### src/rtl/rtc_bcd_timekeeper_if.sv
// Control, time-set and display bundle between the timekeeper and its user.
// The master drives run/mode/set; the slave returns BCD digits and status pulses.
interface rtc_bcd_timekeeper_if;
  logic       run;
  logic       mode_12h;
  logic       set_en;
  logic [7:0] set_hr;
  logic [7:0] set_min;
  logic [7:0] set_sec;
  logic [3:0] hr1;
  logic [3:0] hr0;
  logic [3:0] min1;
  logic [3:0] min0;
  logic [3:0] sec1;
  logic [3:0] sec0;
  logic       pm;
  logic [3:0] ap_code;
  logic       sec_tick;
  logic       day_wrap;
  logic       set_err;

  modport master (
    output run, mode_12h, set_en, set_hr, set_min, set_sec,
    input  hr1, hr0, min1, min0, sec1, sec0, pm, ap_code, sec_tick, day_wrap, set_err
  );

  modport slave (
    input  run, mode_12h, set_en, set_hr, set_min, set_sec,
    output hr1, hr0, min1, min0, sec1, sec0, pm, ap_code, sec_tick, day_wrap, set_err
  );
endinterface

### src/rtl/rtc_bcd_timekeeper.sv
// BCD time-of-day counter: prescales Clk to one-second ticks, keeps 24h HH:MM:SS,
// accepts validated time loads and presents a 12h or 24h view with AM/PM code.
module rtc_bcd_timekeeper #(
  parameter int CLK_DIV = 50_000_000,
  parameter int DIV_W   = 26
) (
  input  logic                 Clk,
  input  logic                 reset,
  rtc_bcd_timekeeper_if.slave  bus
);

  localparam logic [DIV_W-1:0] DIV_LAST = DIV_W'(CLK_DIV - 1);
  localparam logic [DIV_W-1:0] DIV_ONE  = DIV_W'(1);
  localparam logic [DIV_W-1:0] DIV_ZERO = DIV_W'(0);

  function automatic logic bcd_valid(input logic [7:0] v, input logic [7:0] max);
    return (v[7:4] <= 4'd9) && (v[3:0] <= 4'd9) && (v <= max);
  endfunction

  logic [DIV_W-1:0] div_r;
  logic [3:0] h1_r, h0_r, m1_r, m0_r, s1_r, s0_r;
  logic       sec_tick_r, day_wrap_r, set_err_r;

  logic [3:0] h1_n_s, h0_n_s, m1_n_s, m0_n_s, s1_n_s, s0_n_s;
  logic       wrap_s;
  logic       tick_s;
  logic       set_ok_s;
  logic [DIV_W-1:0] div_adv_s;
  logic [4:0] hr_bin_s;
  logic [4:0] hr_12_s;
  logic [3:0] hr1_s, hr0_s;
  logic       pm_s;

  // Prescaler terminal count and set-value validation
  always_comb begin
    tick_s    = bus.run && (div_r == DIV_LAST);
    set_ok_s  = bcd_valid(bus.set_hr, 8'h23) && bcd_valid(bus.set_min, 8'h59)
                && bcd_valid(bus.set_sec, 8'h59);
    if (!bus.run) begin
      div_adv_s = div_r;
    end else if (div_r == DIV_LAST) begin
      div_adv_s = DIV_ZERO;
    end else begin
      div_adv_s = div_r + DIV_ONE;
    end
  end

  // Full seconds-to-hours carry chain resolved in a single cycle
  always_comb begin
    h1_n_s = h1_r;
    h0_n_s = h0_r;
    m1_n_s = m1_r;
    m0_n_s = m0_r;
    s1_n_s = s1_r;
    s0_n_s = s0_r;
    wrap_s = 1'b0;
    if (s0_r == 4'd9) begin
      s0_n_s = 4'd0;
      if (s1_r == 4'd5) begin
        s1_n_s = 4'd0;
        if (m0_r == 4'd9) begin
          m0_n_s = 4'd0;
          if (m1_r == 4'd5) begin
            m1_n_s = 4'd0;
            if ((h1_r == 4'd2) && (h0_r == 4'd3)) begin
              h1_n_s = 4'd0;
              h0_n_s = 4'd0;
              wrap_s = 1'b1;
            end else if (h0_r == 4'd9) begin
              h1_n_s = h1_r + 4'd1;
              h0_n_s = 4'd0;
            end else begin
              h0_n_s = h0_r + 4'd1;
            end
          end else begin
            m1_n_s = m1_r + 4'd1;
          end
        end else begin
          m0_n_s = m0_r + 4'd1;
        end
      end else begin
        s1_n_s = s1_r + 4'd1;
      end
    end else begin
      s0_n_s = s0_r + 4'd1;
    end
  end

  // Time state, prescaler and one-cycle status pulses
  always_ff @(posedge Clk) begin
    if (reset) begin
      div_r      <= DIV_ZERO;
      h1_r       <= 4'd0;
      h0_r       <= 4'd0;
      m1_r       <= 4'd0;
      m0_r       <= 4'd0;
      s1_r       <= 4'd0;
      s0_r       <= 4'd0;
      sec_tick_r <= 1'b0;
      day_wrap_r <= 1'b0;
      set_err_r  <= 1'b0;
    end else if (bus.set_en) begin
      // a load (good or bad) swallows any tick landing in the same cycle
      sec_tick_r <= 1'b0;
      day_wrap_r <= 1'b0;
      set_err_r  <= !set_ok_s;
      if (set_ok_s) begin
        div_r <= DIV_ZERO;
        h1_r  <= bus.set_hr[7:4];
        h0_r  <= bus.set_hr[3:0];
        m1_r  <= bus.set_min[7:4];
        m0_r  <= bus.set_min[3:0];
        s1_r  <= bus.set_sec[7:4];
        s0_r  <= bus.set_sec[3:0];
      end else begin
        div_r <= div_adv_s;
      end
    end else begin
      div_r      <= div_adv_s;
      sec_tick_r <= tick_s;
      day_wrap_r <= tick_s && wrap_s;
      set_err_r  <= 1'b0;
      if (tick_s) begin
        h1_r <= h1_n_s;
        h0_r <= h0_n_s;
        m1_r <= m1_n_s;
        m0_r <= m0_n_s;
        s1_r <= s1_n_s;
        s0_r <= s0_n_s;
      end
    end
  end

  // Hour presentation: 24h passes through, 12h maps 00->12 and 13..23 -> 01..11
  always_comb begin
    hr_bin_s = 5'(h1_r) * 5'd10 + 5'(h0_r);
    pm_s     = ({h1_r, h0_r} >= 8'h12);
    if (hr_bin_s == 5'd0) begin
      hr_12_s = 5'd12;
    end else if (hr_bin_s > 5'd12) begin
      hr_12_s = hr_bin_s - 5'd12;
    end else begin
      hr_12_s = hr_bin_s;
    end
    if (!bus.mode_12h) begin
      hr1_s = h1_r;
      hr0_s = h0_r;
    end else if (hr_12_s >= 5'd10) begin
      hr1_s = 4'd1;
      hr0_s = 4'(hr_12_s - 5'd10);
    end else begin
      hr1_s = 4'd0;
      hr0_s = hr_12_s[3:0];
    end
  end

  assign bus.hr1      = hr1_s;
  assign bus.hr0      = hr0_s;
  assign bus.min1     = m1_r;
  assign bus.min0     = m0_r;
  assign bus.sec1     = s1_r;
  assign bus.sec0     = s0_r;
  assign bus.pm       = pm_s;
  assign bus.ap_code  = pm_s ? 4'd11 : 4'd10;
  assign bus.sec_tick = sec_tick_r;
  assign bus.day_wrap = day_wrap_r;
  assign bus.set_err  = set_err_r;

endmodule

### src/flat_wrapper.sv
// flat-port wrapper written by rule: the top's interface ports become plain ports
module rtc_bcd_timekeeper_flat 
#(
  parameter int CLK_DIV = 50_000_000,
  parameter int DIV_W   = 26
)
  (Clk, reset, bus_run, bus_mode_12h, bus_set_en, bus_set_hr, bus_set_min, bus_set_sec, bus_hr1, bus_hr0, bus_min1, bus_min0, bus_sec1, bus_sec0, bus_pm, bus_ap_code, bus_sec_tick, bus_day_wrap, bus_set_err);
  rtc_bcd_timekeeper_if bus_i ();
  input  logic Clk;
  input  logic reset;
  input wire logic [$bits(bus_i.run)-1:0] bus_run;
  input wire logic [$bits(bus_i.mode_12h)-1:0] bus_mode_12h;
  input wire logic [$bits(bus_i.set_en)-1:0] bus_set_en;
  input wire logic [$bits(bus_i.set_hr)-1:0] bus_set_hr;
  input wire logic [$bits(bus_i.set_min)-1:0] bus_set_min;
  input wire logic [$bits(bus_i.set_sec)-1:0] bus_set_sec;
  output wire logic [$bits(bus_i.hr1)-1:0] bus_hr1;
  output wire logic [$bits(bus_i.hr0)-1:0] bus_hr0;
  output wire logic [$bits(bus_i.min1)-1:0] bus_min1;
  output wire logic [$bits(bus_i.min0)-1:0] bus_min0;
  output wire logic [$bits(bus_i.sec1)-1:0] bus_sec1;
  output wire logic [$bits(bus_i.sec0)-1:0] bus_sec0;
  output wire logic [$bits(bus_i.pm)-1:0] bus_pm;
  output wire logic [$bits(bus_i.ap_code)-1:0] bus_ap_code;
  output wire logic [$bits(bus_i.sec_tick)-1:0] bus_sec_tick;
  output wire logic [$bits(bus_i.day_wrap)-1:0] bus_day_wrap;
  output wire logic [$bits(bus_i.set_err)-1:0] bus_set_err;
  assign bus_i.run = bus_run;
  assign bus_i.mode_12h = bus_mode_12h;
  assign bus_i.set_en = bus_set_en;
  assign bus_i.set_hr = bus_set_hr;
  assign bus_i.set_min = bus_set_min;
  assign bus_i.set_sec = bus_set_sec;
  assign bus_hr1 = bus_i.hr1;
  assign bus_hr0 = bus_i.hr0;
  assign bus_min1 = bus_i.min1;
  assign bus_min0 = bus_i.min0;
  assign bus_sec1 = bus_i.sec1;
  assign bus_sec0 = bus_i.sec0;
  assign bus_pm = bus_i.pm;
  assign bus_ap_code = bus_i.ap_code;
  assign bus_sec_tick = bus_i.sec_tick;
  assign bus_day_wrap = bus_i.day_wrap;
  assign bus_set_err = bus_i.set_err;
  rtc_bcd_timekeeper #(.CLK_DIV(CLK_DIV), .DIV_W(DIV_W)) u_core (.Clk(Clk), .reset(reset), .bus(bus_i));
endmodule
### config.mk
export PLATFORM = sky130hd
export DESIGN_NAME = rtc_bcd_timekeeper_flat
export DESIGN_NICKNAME = d
export VERILOG_FILES = /design/src/rtl/rtc_bcd_timekeeper_if.sv /design/src/rtl/rtc_bcd_timekeeper.sv /design/src/flat_wrapper.sv
export SDC_FILE = /design/constraint.sdc
export NUM_CORES = 1
export LEC_CHECK = 0
export ABC_AREA = 1
export CAP_MARGIN = 25
export CELL_PAD_IN_SITES_DETAIL_PLACEMENT = 0
export CELL_PAD_IN_SITES_GLOBAL_PLACEMENT = 2
export CORE_UTILIZATION = 37
export DETAILED_ROUTE_END_ITERATION = 8
export DONT_BUFFER_PORTS = 1
export PLACE_DENSITY_LB_ADDON = 0.1
export SLEW_MARGIN = 20
export SYNTH_ARGS = -nofsm -noshare
export SYNTH_HDL_FRONTEND = slang
export SYNTH_SLANG_ARGS = --single-unit
export TNS_END_PERCENT = 5
### constraint.sdc
create_clock -name Clk -period 6.99 [get_ports Clk]
set_input_delay 1.7475 -clock Clk [delete_from_list [all_inputs] [get_ports Clk]]
set_output_delay 1.7475 -clock Clk [all_outputs]
set_load 0.005 [all_outputs]
==> impl_results.rst, run 1 <==
.. list-table::
   :header-rows: 1

   * - Metric
     - Value
   * - CTS clk-pin slew, worst paths
     - 0.12 ns
   * - Pin count of the biggest net entering global routing
     - 35
   * - Largest family of logic cells by synthesized area
     - simple AND/OR/NAND/NOR gates
   * - Netlist Area Pre-Place
     - 3710 um2
   * - Area of the placeable core
     - 9729 um2
   * - Number of instances resized during post-cts repair
     - 0
   * - # port buffers
     - 0
   * - Post-synth top area share
     - 28.60%
   * - Buffer type at the clock tree root
     - sky130_fd_sc_hd__clkbuf_8
   * - Placed cell count
     - 675
   * - Post-Route WL
     - 9761 um
   * - Proportion of register bits with asynchronous set or reset after synthesis
     - 0%
   * - Synth area leaders
     - sky130_fd_sc_hd__dfxtp_1, sky130_fd_sc_hd__nand2_1, sky130_fd_sc_hd__nand3_1, sky130_fd_sc_hd__nor2_1, sky130_fd_sc_hd__inv_1
   * - Cell accounting for the most synthesized area
     - sky130_fd_sc_hd__dfxtp_1
   * - Total overflow reported by the global router
     - 0
   * - Post-Syn Area per Cell
     - 6.648 um2
   * - Number of distinct standard cells referenced by the synthesized netlist
     - 44
   * - Final worst clock skew
     - 0.02296 ns
   * - ANT nets after route
     - 0
   * - Number of DRC violations after detailed-routing iteration 0
     - 189
   * - Antenna cells
     - 0
   * - DRC Markers
     - 1
   * - 1st-pass router iterations
     - 7
   * - IO Count
     - 61
   * - Most frequent cells after synthesis
     - sky130_fd_sc_hd__nand2_1, sky130_fd_sc_hd__nor2_1, sky130_fd_sc_hd__inv_1, sky130_fd_sc_hd__dfxtp_1, sky130_fd_sc_hd__nand3_1
   * - Global-route usage over all layers
     - 19.98%
   * - RD Place Congestion
     - 0.7840
   * - RSZ-0062 raised after global routing
     - no
   * - Number of pins exceeding their max-slew limit in the final report
     - 0
   * - Post-DR vias/cell
     - 5.149
   * - First-pass GRT wire length
     - 16510 um
   * - Largest voltage drop on the vdd net
     - 0.08405 mV
   * - Xor and xnor area share after synthesis
     - 4.958%
   * - GRT busiest layer
     - met2
   * - Sequential element share of the synthesized area
     - 28.60%
   * - TritonCTS clock tree
     - done
   * - Leak
     - 1.459 nW
   * - Final cell count without fillers
     - 683
   * - Most used flip-flop cell after synthesis
     - sky130_fd_sc_hd__dfxtp_1
   * - Max Cap Violations
     - 0
   * - Class of the most critical setup path
     - flip-flop to primary output
   * - Highest achievable clock rate
     - 0.2083 GHz
   * - Final hold violation count
     - 0
   * - Flop and latch count out of synthesis
     - 53
   * - Layout filler cell count
     - 1102
   * - Crit path capture type
     - primary output
   * - Worst setup timing slack at the placement stage
     - 2.549 ns
   * - Share of the clock period used by the worst path after layout
     - 68.68%
   * - Number of global-route vias before repair
     - 3329
   * - Number of nets in the layout
     - 591
   * - Initial Util
     - 38.13%
   * - Worst min-delay path class
     - flip-flop to flip-flop
   * - Tightest Pin Transition
     - 0.5934 ns
   * - CP Max Fanout
     - 8
   * - Vertical die dimension
     - 102.1 um
   * - Crit start category
     - flip-flop
   * - Synth-to-layout area growth
     - 5.093%
   * - Met1 layer usage reported by global route
     - 27.87%
   * - Number of warnings printed during yosys synthesis
     - 0
   * - Number of rows created at floorplan
     - 36
   * - # H-tree levels
     - 2
   * - Critical path data required time
     - 5.24 ns
   * - Quantity of hold-fixing buffers added after cts
     - 0
   * - Result of the run
     - complete, but fails checks
   * - Routing usage on met2
     - 32.27%
   * - Mapped Cells
     - 558
   * - Total setup violations reported at the end of the flow
     - 0
   * - Horizontal die dimension
     - 102.1 um
   * - Skew-Pair Late Insertion Delay
     - 0.32 ns
   * - Adder-cell share of the synthesized area
     - 4.587%
   * - Most numerous cell in the Yosys netlist
     - sky130_fd_sc_hd__nand2_1
   * - Average wire per cell in the routed design
     - 14.29 um
   * - Synth Area in Compound Gates
     - 13.09%
   * - Antenna violations before repair
     - 0
   * - Area of the die
     - 10430 um2
   * - Violated checks
     - design-rule violations
   * - Sinks on the clock net
     - 53
   * - Mux contribution to synthesized area
     - 0%
   * - Max_slew headroom
     - 60.39%
   * - Power per standard cell area
     - 147.7 nW/um2
   * - CTS Buf Count
     - 5
   * - Signal arrival time at the worst endpoint
     - 3.05 ns
   * - Fraction of layout instances using a drive strength above 1
     - 8.727%
   * - Number of buffers added for setup after CTS
     - 0
   * - Final TNS setup
     - 0 ns
   * - Final WS setup
     - 2.189 ns
   * - Met3 track demand over resource in global routing
     - 3.557%
   * - Simple-Gate Fraction of Synth Area
     - 39.43%
   * - DR vias
     - 3517
   * - DP Wirelength
     - 7565 um
   * - Number of enable flip-flop cells after synthesis
     - 0
   * - Time the final worst path needs with I/O delays and setup
     - 4.801 ns
   * - Clock buffer depth
     - 2
==> logic make-up after synthesis <==
group           after synthesis
simple gates                300
buf+inv                      81
xor+xnor                     21
fa+ha+maj                    13
compound gates               88
flops                        53
other cells                   2
==> state kept, by name, summed over array words and instances (netlist names) <==
name and count:
u_core.div_r 26, u_core.bus.min0 4, u_core.bus.min1 4, u_core.bus.sec0 4, u_core.bus.sec1 4, u_core.h0_r 4
u_core.h1_r 4, u_core.bus.day_wrap 1, u_core.bus.sec_tick 1, u_core.bus.set_err 1
==> worst paths after layout <==
kind,startpoint,to,slack (ns),depth (start not counted)
worst max-delay path,u_core.h1_r[0]$_SDFFE_PP0P_,bus_hr0[1],2.19,17
worst max register to register,u_core.div_r[0]$_SDFF_PP0_,u_core.bus.sec1[0]$_SDFFE_PP0P_,4.79,12
worst min register to register,u_core.div_r[1]$_SDFF_PP0_,u_core.div_r[1]$_SDFF_PP0_,0.49,2
worst min-delay path,u_core.div_r[1]$_SDFF_PP0_,u_core.div_r[1]$_SDFF_PP0_,0.49,2
==> power by group <==
| group | switching [mW] | internal, mW |
|---|---|---|
| logic | 0.0260 | 0.0118 |
| registers | 0.00390 | 0.305 |
| clock network | 0.120 | 0.109 |
| total | 0.150 | 0.426 |
==> critical path, cell delays in order, from the launching register on <==
cell and delay [ns]:
sky130_fd_sc_hd__dfxtp_1 0.51, sky130_fd_sc_hd__ha_1 0.31, sky130_fd_sc_hd__ha_1 0.31, sky130_fd_sc_hd__xor2_1 0.30, sky130_fd_sc_hd__inv_1 0.08, sky130_fd_sc_hd__ha_1 0.18
sky130_fd_sc_hd__inv_1 0.05, sky130_fd_sc_hd__nor2_1 0.05, sky130_fd_sc_hd__nand3_2 0.09, sky130_fd_sc_hd__nand2_1 0.09, sky130_fd_sc_hd__nor2_4 0.14, sky130_fd_sc_hd__ha_1 0.15
sky130_fd_sc_hd__inv_1 0.05, sky130_fd_sc_hd__nand2_1 0.09, sky130_fd_sc_hd__nand3_2 0.09, sky130_fd_sc_hd__nand2_1 0.09, sky130_fd_sc_hd__nand2_1 0.05, sky130_fd_sc_hd__o21ai_1 0.09
==> final cells by class <==
cell class | count | area, um2 | area share (%)
multi-input cells | 425 | 2313 | 59.34
flip-flops and latches | 53 | 1061 | 27.21
well taps | 133 | 166.4 | 4.268
inverters | 64 | 240.2 | 6.162
clock buffers | 5 | 68.82 | 1.765
clock inverters | 3 | 48.80 | 1.252
==> stage by stage <==
stage / area, um2 / util, % / hold WS, ns / power (mW)
after floorplan: 3714 / - / 0.4583 / 0.3521
after global routing: 3899 / 40.07 / 0.5296 / 0.5985
after CTS: 3899 / 40.07 / 0.4925 / 0.5833
after detailed placement: 3781 / 38.86 / 0.4792 / 0.3539
final: 3899 / 40.07 / 0.4920 / 0.5760
after global placement: 3781 / 38.86 / 0.4710 / 0.3541
==> layout by cell type, fill, tap and decap left out, types with 5 or more instances in the layout <==
cell | Yosys | routed
sky130_fd_sc_hd__ha_1 | 12 | 12
sky130_fd_sc_hd__inv_1 | 60 | 60
sky130_fd_sc_hd__nor2_4 | 6 | 6
sky130_fd_sc_hd__nor3_1 | 11 | 11
sky130_fd_sc_hd__nor2_1 | 61 | 61
sky130_fd_sc_hd__clkbuf_8 | 0 | 5
sky130_fd_sc_hd__xnor2_1 | 5 | 5
sky130_fd_sc_hd__xor2_1 | 16 | 16
sky130_fd_sc_hd__nand3_2 | 5 | 5
sky130_fd_sc_hd__nor2_2 | 7 | 7
sky130_fd_sc_hd__o21ai_0 | 39 | 39
sky130_fd_sc_hd__nand3_1 | 49 | 49
sky130_fd_sc_hd__a21oi_1 | 32 | 32
sky130_fd_sc_hd__dfxtp_1 | 53 | 53
sky130_fd_sc_hd__nand2_1 | 118 | 118
sky130_fd_sc_hd__nand4_1 | 22 | 22
==> layer usage <==
metal	up-vias	share of wire, %
li1	1820	-
met1	1607	50
met2	84	45
met3	6	4.4
met4	0	0.79
met5	-	0
(Power assumes the default switching activity.)
==> run 2: changes to the inputs <==
Settings changed: CORE_UTILIZATION 37 to 31.
Clock period 6.99 ns to 4 ns, I/O delays scaled along.
==> run 2 against run 1 <==
Compared with the run above: the flow still finishes with violations (design-rule violations); non-clock buffer count grew 1; largest power group unchanged; clock power grew 90%; cell area grew 1.9%; critical endpoint unchanged.
==> impl_results.rst, run 2 (same netlist as run 1, synthesis figures left out) <==
.. list-table::
   :header-rows: 1

   * - Metric
     - Value
   * - Placed cell area
     - 3801 um2
   * - First-pass GRT wire length
     - 17550 um
   * - Delay contributed by the slowest stage of the critical path
     - 0.38 ns
   * - DRC Markers
     - 4
   * - Antenna violations before repair
     - 0
   * - Most used cells in the layout excluding fill and tap cells
     - sky130_fd_sc_hd__nand2_1, sky130_fd_sc_hd__nor2_1, sky130_fd_sc_hd__inv_1
   * - Crit start category
     - flip-flop
   * - Result of the run
     - complete, but fails checks
   * - Global-route usage over all layers
     - 17.60%
   * - Synth-to-layout area growth
     - 7.049%
   * - Number of rows created at floorplan
     - 39
   * - Final hold violation count
     - 0
   * - DP Wirelength
     - 8144 um
   * - Worst min-delay path class
     - flip-flop to flip-flop
   * - Minimum setup slack among reg-to-reg paths
     - 1.81 ns
   * - Flip-flop count of the largest register, all copies and words added
     - 26
   * - Critical path data required time
     - 3.00 ns
   * - Largest voltage drop on the vdd net
     - 0.1616 mV
   * - Post-Route WL
     - 10380 um
   * - Final Cell Area
     - 3971 um2
   * - Vertical die dimension
     - 111.4 um
   * - Total setup violations reported at the end of the flow
     - 0
   * - RD Place Congestion
     - 0.7887
   * - Class of the most critical setup path
     - flip-flop to primary output
   * - Initial Util
     - 32.21%
   * - 1st-pass router iterations
     - 6
   * - IO Count
     - 61
   * - Crit path capture type
     - primary output
   * - Layout filler cell count
     - 1271
   * - Antenna cells
     - 0
   * - CP Max Fanout
     - 8
   * - Share of the clock period used by the worst path after layout
     - 94.41%
   * - TritonCTS clock tree
     - done
   * - # port buffers
     - 0
   * - Max_slew headroom
     - 56.38%
   * - Max Cap Violations
     - 0
   * - Skew-Pair Late Insertion Delay
     - 0.30 ns
   * - Time the final worst path needs with I/O delays and setup
     - 3.776 ns
   * - Violated checks
     - design-rule violations
   * - ANT nets after route
     - 0
   * - Fraction of layout instances using a drive strength above 1
     - 9.982%
   * - Horizontal die dimension
     - 111.4 um
   * - Number of DRC violations after detailed-routing iteration 0
     - 186
   * - Signal arrival time at the worst endpoint
     - 2.78 ns
   * - Number of buffers added for setup after CTS
     - 0
   * - Final TNS setup
     - 0 ns
   * - Number of nets in the layout
     - 592
   * - # H-tree levels
     - 2
   * - RSZ-0062 raised after global routing
     - no
   * - Top cell by count, worst path
     - sky130_fd_sc_hd__nand2_1
   * - DR vias
     - 3490
   * - Final worst clock skew
     - 0.01076 ns
   * - Tightest Pin Transition
     - 0.6536 ns
   * - Total overflow reported by the global router
     - 0
   * - Register with the highest flop count
     - u_core.div_r
   * - Multi-input logic area
     - 2338 um2
   * - Most common cell after layout, fill and taps aside
     - sky130_fd_sc_hd__nand2_1
   * - Quantity of hold-fixing buffers added after cts
     - 0
   * - CP max stage cell
     - sky130_fd_sc_hd__dfxtp_4
   * - Area of the placeable core
     - 11520 um2
   * - Number of pins exceeding their max-slew limit in the final report
     - 0
   * - CTS Buf Count
     - 5
   * - Leak
     - 1.472 nW
   * - Number of global-route vias before repair
     - 3508
   * - Critical path, cell by cell
     - ha_1 -> ha_4 -> xor2_2 -> inv_1 -> ha_1 -> inv_1 -> nor2_1 -> nand3_2 -> nand2_1 -> nor2_4 -> ha_1 -> inv_1 -> nand2_1 -> nand3_2 -> nand2_1 -> nand2_1 -> o21ai_1
   * - Sinks on the clock net
     - 53
   * - Area of the die
     - 12410 um2
   * - Total power consumption of the routed design
     - 1.040 mW
   * - Average wire per cell in the routed design
     - 14.96 um
   * - CTS clk-pin slew, worst paths
     - 0.07 ns
   * - Buffer type at the clock tree root
     - sky130_fd_sc_hd__clkbuf_16
   * - Pin count of the biggest net entering global routing
     - 35
   * - Sequential Area
     - 1067 um2
   * - Highest achievable clock rate
     - 0.2648 GHz
   * - Power per standard cell area
     - 261.9 nW/um2
   * - Post-DR vias/cell
     - 5.029
   * - Clock buffer depth
     - 2
-- run 2: cell types whose count changed in the layout (fill, tap and decap cells not counted), sizes merged --
cell      previous run  this run
buf                  0         1
clkbuf               5         6
clkinvlp             1         0
bufinv               1         0
clkinv               0         2
inv                 65        64
-- run 2: cell type report --
type,count,share of cell area [%]
multi-input cells,425,58.88
flip-flops and latches,53,26.87
inverters,64,6.049
well taps,143,4.505
clock buffers,6,3.245
clock inverters,2,0.2520
repair buffers,1,0.1890
-- run 2: power breakdown --
part	total, mW	internal (mW)	switching [mW]	leakage (nW)
clock network	0.434	0.231	0.203	0.0706
registers	0.539	0.532	0.00709	0.430
logic	0.0672	0.0208	0.0465	0.971
-- run 2: final timing paths --
check | startpoint | to | cells after the start
worst max-delay path | u_core.h1_r[0]$_SDFFE_PP0P_ | bus_hr0[1] | 17
worst min register to register | u_core.div_r[0]$_SDFF_PP0_ | u_core.div_r[0]$_SDFF_PP0_ | 2
worst min-delay path | u_core.div_r[0]$_SDFF_PP0_ | u_core.div_r[0]$_SDFF_PP0_ | 2
worst max register to register | u_core.div_r[0]$_SDFF_PP0_ | u_core.bus.sec1[0]$_SDFFE_PP0P_ | 12
-- run 2: metrics by stage --
| step | setup slack (ns) | instances | hold WS [ns] | utilization [%] |
|---|---|---|---|---|
| 3_5_place_dp | 0.3204 | 686 | 0.4852 | 33.01 |
| 2_1_floorplan | 0.5765 | 559 | 0.4583 | - |
| 6_report | 0.2237 | 694 | 0.4908 | 34.49 |
| 4_1_cts | 0.01644 | 694 | 0.4952 | 34.22 |
| 5_1_grt | 0.009013 | 694 | 0.5046 | 34.49 |
| 3_3_place_gp | 0.3937 | 686 | 0.4718 | 33.01 |
-- run 2: what timing repair did --
| action | 4_1_cts | 5_1_grt |
|---|---|---|
| hold endpoints to repair | 0 | 0 |
| gates resized for setup | 1 | 7 |
| endpoints found under the setup margin | 1 | 4 |
| pin swaps | 0 | 1 |
| gates cloned | 0 | 0 |
-- run 2: critical path, delay by kind of cell (launching register included) --
family	cells	cell delay [ns]
adder cells (fa/ha/maj)	4	0.98
AO/OA/AOI/OAI	1	0.09
buffers and inverters	3	0.16
AND/OR/NAND/NOR	8	0.65
XOR/XNOR	1	0.19
flip-flops	1	0.38
-- run 2: per-layer routing --
layer	track usage, %	vias to the layer above	wire [um]
met5	0	-	0
met4	5.676	0	199
met3	3.103	10	507
met2	28.29	70	4592
met1	23.88	1584	5078
li1	-	1826	-
==> run 3: changes to the inputs <==
Settings changed: CTS_BUF_LIST set to sky130_fd_sc_hd__clkbuf_16.
==> run 3 against run 2 <==
Compared with the run above: the run still ends with design-rule violations left; final cell count did not move; wire length did not move; power fell by 0.23%; worst setup slack did not move; sequential cell count did not move; first-iteration DRC count fell by 0.54%; clock-buffer cell count fell by 1; register-to-register slack barely moved; clock skew barely moved; clock power barely moved; critical path depth did not move.
==> impl_results.rst, run 3 (same netlist as run 1, synthesis figures left out) <==
.. list-table::
   :header-rows: 1

   * - Metric
     - Value
   * - Result of the run
     - complete, but fails checks
   * - Violated checks
     - design-rule violations
   * - Area of the placeable core
     - 11520 um2
   * - Tightest Pin Transition
     - 0.6536 ns
   * - # H-tree levels
     - 2
   * - Number of pins exceeding their max-slew limit in the final report
     - 0
   * - Part of the power in the clock network
     - 41.6%
   * - First-pass GRT wire length
     - 17550 um
   * - Number of rows created at floorplan
     - 39
   * - Number of nets in the layout
     - 592
   * - Vertical die dimension
     - 111.4 um
   * - IO Count
     - 61
   * - Most common cell after layout, fill and taps aside
     - sky130_fd_sc_hd__nand2_1
   * - Fraction of layout instances using a drive strength above 1
     - 9.982%
   * - Max Cap Violations
     - 0
   * - Post-DR vias/cell
     - 5.029
   * - Synth-to-layout area growth
     - 7.049%
   * - Average wire per cell in the routed design
     - 14.96 um
   * - Crit start category
     - flip-flop
   * - Time the final worst path needs with I/O delays and setup
     - 3.776 ns
   * - Crit path capture type
     - primary output
   * - Area of the die
     - 12410 um2
   * - Placed cell area
     - 3801 um2
   * - Layout filler cell count
     - 1271
   * - Placed cell count
     - 686
   * - CTS Buf Count
     - 5
   * - Global-route usage over all layers
     - 17.60%
   * - DP Wirelength
     - 8144 um
   * - Initial Util
     - 32.21%
   * - Pin count of the biggest net entering global routing
     - 35
   * - Quantity of hold-fixing buffers added after cts
     - 0
   * - CTS clk-pin slew, worst paths
     - 0.07 ns
   * - Launch instance of the worst register-to-register path
     - u_core.div_r[0]$_SDFF_PP0_
   * - Post-Route WL
     - 10380 um
   * - Top cell by count, worst path
     - sky130_fd_sc_hd__nand2_1
   * - Cells on Worst Hold Path
     - 2
   * - Power share of the combinational group
     - 6.5%
   * - Critical path data required time
     - 3.00 ns
   * - CP Max Fanout
     - 8
   * - Share of the clock period used by the worst path after layout
     - 94.41%
   * - Flip-flop count of the largest register, all copies and words added
     - 26
   * - TritonCTS clock tree
     - done
   * - Fraction of power spent switching nets
     - 24.74%
   * - Register with the highest flop count
     - u_core.div_r
   * - Final TNS setup
     - 0 ns
   * - ANT nets after route
     - 0
   * - RSZ-0062 raised after global routing
     - no
   * - Highest achievable clock rate
     - 0.2648 GHz
   * - Leak
     - 1.476 nW
   * - Hold-critical path endpoint
     - u_core.div_r[0]$_SDFF_PP0_
   * - Final hold violation count
     - 0
   * - Worst reg2reg path depth
     - 12
   * - Class of the most critical setup path
     - flip-flop to primary output
   * - Net Sw Power
     - 256.7 uW
   * - Number of global-route vias before repair
     - 3508
   * - Horizontal die dimension
     - 111.4 um
   * - Power Internal
     - 780.9 uW
   * - Most used cells in the layout excluding fill and tap cells
     - sky130_fd_sc_hd__nand2_1, sky130_fd_sc_hd__inv_1, sky130_fd_sc_hd__nor2_1
   * - Signal arrival time at the worst endpoint
     - 2.78 ns
   * - Number of DRC violations after detailed-routing iteration 0
     - 185
   * - Antenna cells
     - 0
   * - 1st-pass router iterations
     - 6
   * - Worst min-delay path class
     - flip-flop to flip-flop
   * - Capture point of the worst reg-to-reg path
     - u_core.bus.sec1[0]$_SDFFE_PP0P_
   * - CP max stage cell
     - sky130_fd_sc_hd__dfxtp_4
   * - DRC Markers
     - 4
   * - RD Place Congestion
     - 0.7887
   * - Power per standard cell area
     - 261.3 nW/um2
   * - Total setup violations reported at the end of the flow
     - 0
   * - # port buffers
     - 0
   * - Total overflow reported by the global router
     - 0
   * - Critical path, cell by cell
     - ha_1 -> ha_4 -> xor2_2 -> inv_1 -> ha_1 -> inv_1 -> nor2_1 -> nand3_2 -> nand2_1 -> nor2_4 -> ha_1 -> inv_1 -> nand2_1 -> nand3_2 -> nand2_1 -> nand2_1 -> o21ai_1
   * - Largest voltage drop on the vdd net
     - 0.1617 mV
   * - Antenna violations before repair
     - 0
   * - Final Cell Area
     - 3971 um2
   * - Sinks on the clock net
     - 53
   * - DR vias
     - 3490
   * - Final worst clock skew
     - 0.01087 ns
   * - Clock buffer depth
     - 2
   * - Max_slew headroom
     - 56.38%
   * - Final cell count without fillers
     - 694
   * - Buffer type at the clock tree root
     - sky130_fd_sc_hd__clkbuf_16
   * - Launch point of the critical path
     - u_core.h1_r[0]$_SDFFE_PP0P_
   * - Delay contributed by the slowest stage of the critical path
     - 0.38 ns
   * - Minimum setup slack among reg-to-reg paths
     - 1.81 ns
   * - Share of power burned in registers
     - 51.9%
   * - Skew-Pair Late Insertion Delay
     - 0.30 ns
   * - Startpoint of the lowest-slack hold path
     - u_core.div_r[0]$_SDFF_PP0_
[run 3: cell types whose count changed in the layout (fill, tap and decap cells not counted), sizes merged]
| cell | delta |
|---|---|
| clkbuf | -1 |
| inv | +1 |
[run 3: power groups by stage]
stage	clock (mW)	sequential (mW)	combinational (mW)
detailed placement	0	0.552	0.0682
finish	0.431	0.539	0.0672
global placement	0	0.552	0.0691
floorplan	0	0.550	0.0654
CTS	0.447	0.539	0.0685
global route	0.468	0.539	0.0780
[run 3: cell type report]
| cell class | count | area (um2) | share of cell area [%] |
|---|---|---|---|
| Sequential cell | 53 | 1067 | 26.87 |
| Clock buffer | 5 | 125.1 | 3.151 |
| Timing Repair Buffer | 1 | 7.507 | 0.1890 |
| Inverter | 64 | 240.2 | 6.049 |
| Tap cell | 143 | 178.9 | 4.505 |
| Multi-Input combinational cell | 425 | 2338 | 58.88 |
| Clock inverter | 3 | 13.76 | 0.3466 |
[run 3: worst max path at each step]
stage	to	slack (ns)	depth (start not counted)
floorplan	bus_hr0[1]	0.58	17
global placement	bus_hr0[1]	0.39	17
detailed placement	bus_hr0[1]	0.32	17
CTS	bus_hr0[1]	0.02	17
global route	bus_hr0[1]	0.009	17
finish	bus_hr0[1]	0.22	17
[run 3: repair_timing]
item / CTS / global route
gates resized for setup: 1 / 7
setup endpoints to repair: 1 / 4
buffers inserted: 0 / 0
pin swaps: 0 / 1
endpoints found under the hold margin: 0 / 0
[run 3: worst max-delay path: cells and delay by family (launching register included)]
family                     cells  cell delay [ns]
AOI/OAI and AO/OA              1             0.09
adders and majority gates      4             0.98
buffers and inverters          3             0.16
DFF                            1             0.38
and+or+nand+nor                8             0.65
xor gates and xnor gates       1             0.19
[run 3: routing by layer]
| layer | part of all wire [%] | GRT usage [%] | vias up |
|---|---|---|---|
| met5 | 0 | 0 | - |
| met4 | 1.9 | 5.676 | 0 |
| met3 | 4.9 | 3.103 | 10 |
| met2 | 44 | 28.29 | 70 |
| met1 | 49 | 23.88 | 1584 |
| li1 | - | - | 1826 |
[run 3: through the flow]
| stage | hold WS [ns] | total power [mW] | setup slack, ns | util [%] |
|---|---|---|---|---|
| after floorplan | 0.4583 | 0.6153 | 0.5765 | - |
| after global placement | 0.4718 | 0.6208 | 0.3937 | 33.01 |
| after detailed placement | 0.4852 | 0.6199 | 0.3204 | 33.01 |
| after CTS | 0.4952 | 1.054 | 0.01644 | 34.22 |
| after global routing | 0.5046 | 1.086 | 0.009013 | 34.49 |
| final | 0.4908 | 1.038 | 0.2237 | 34.49 |
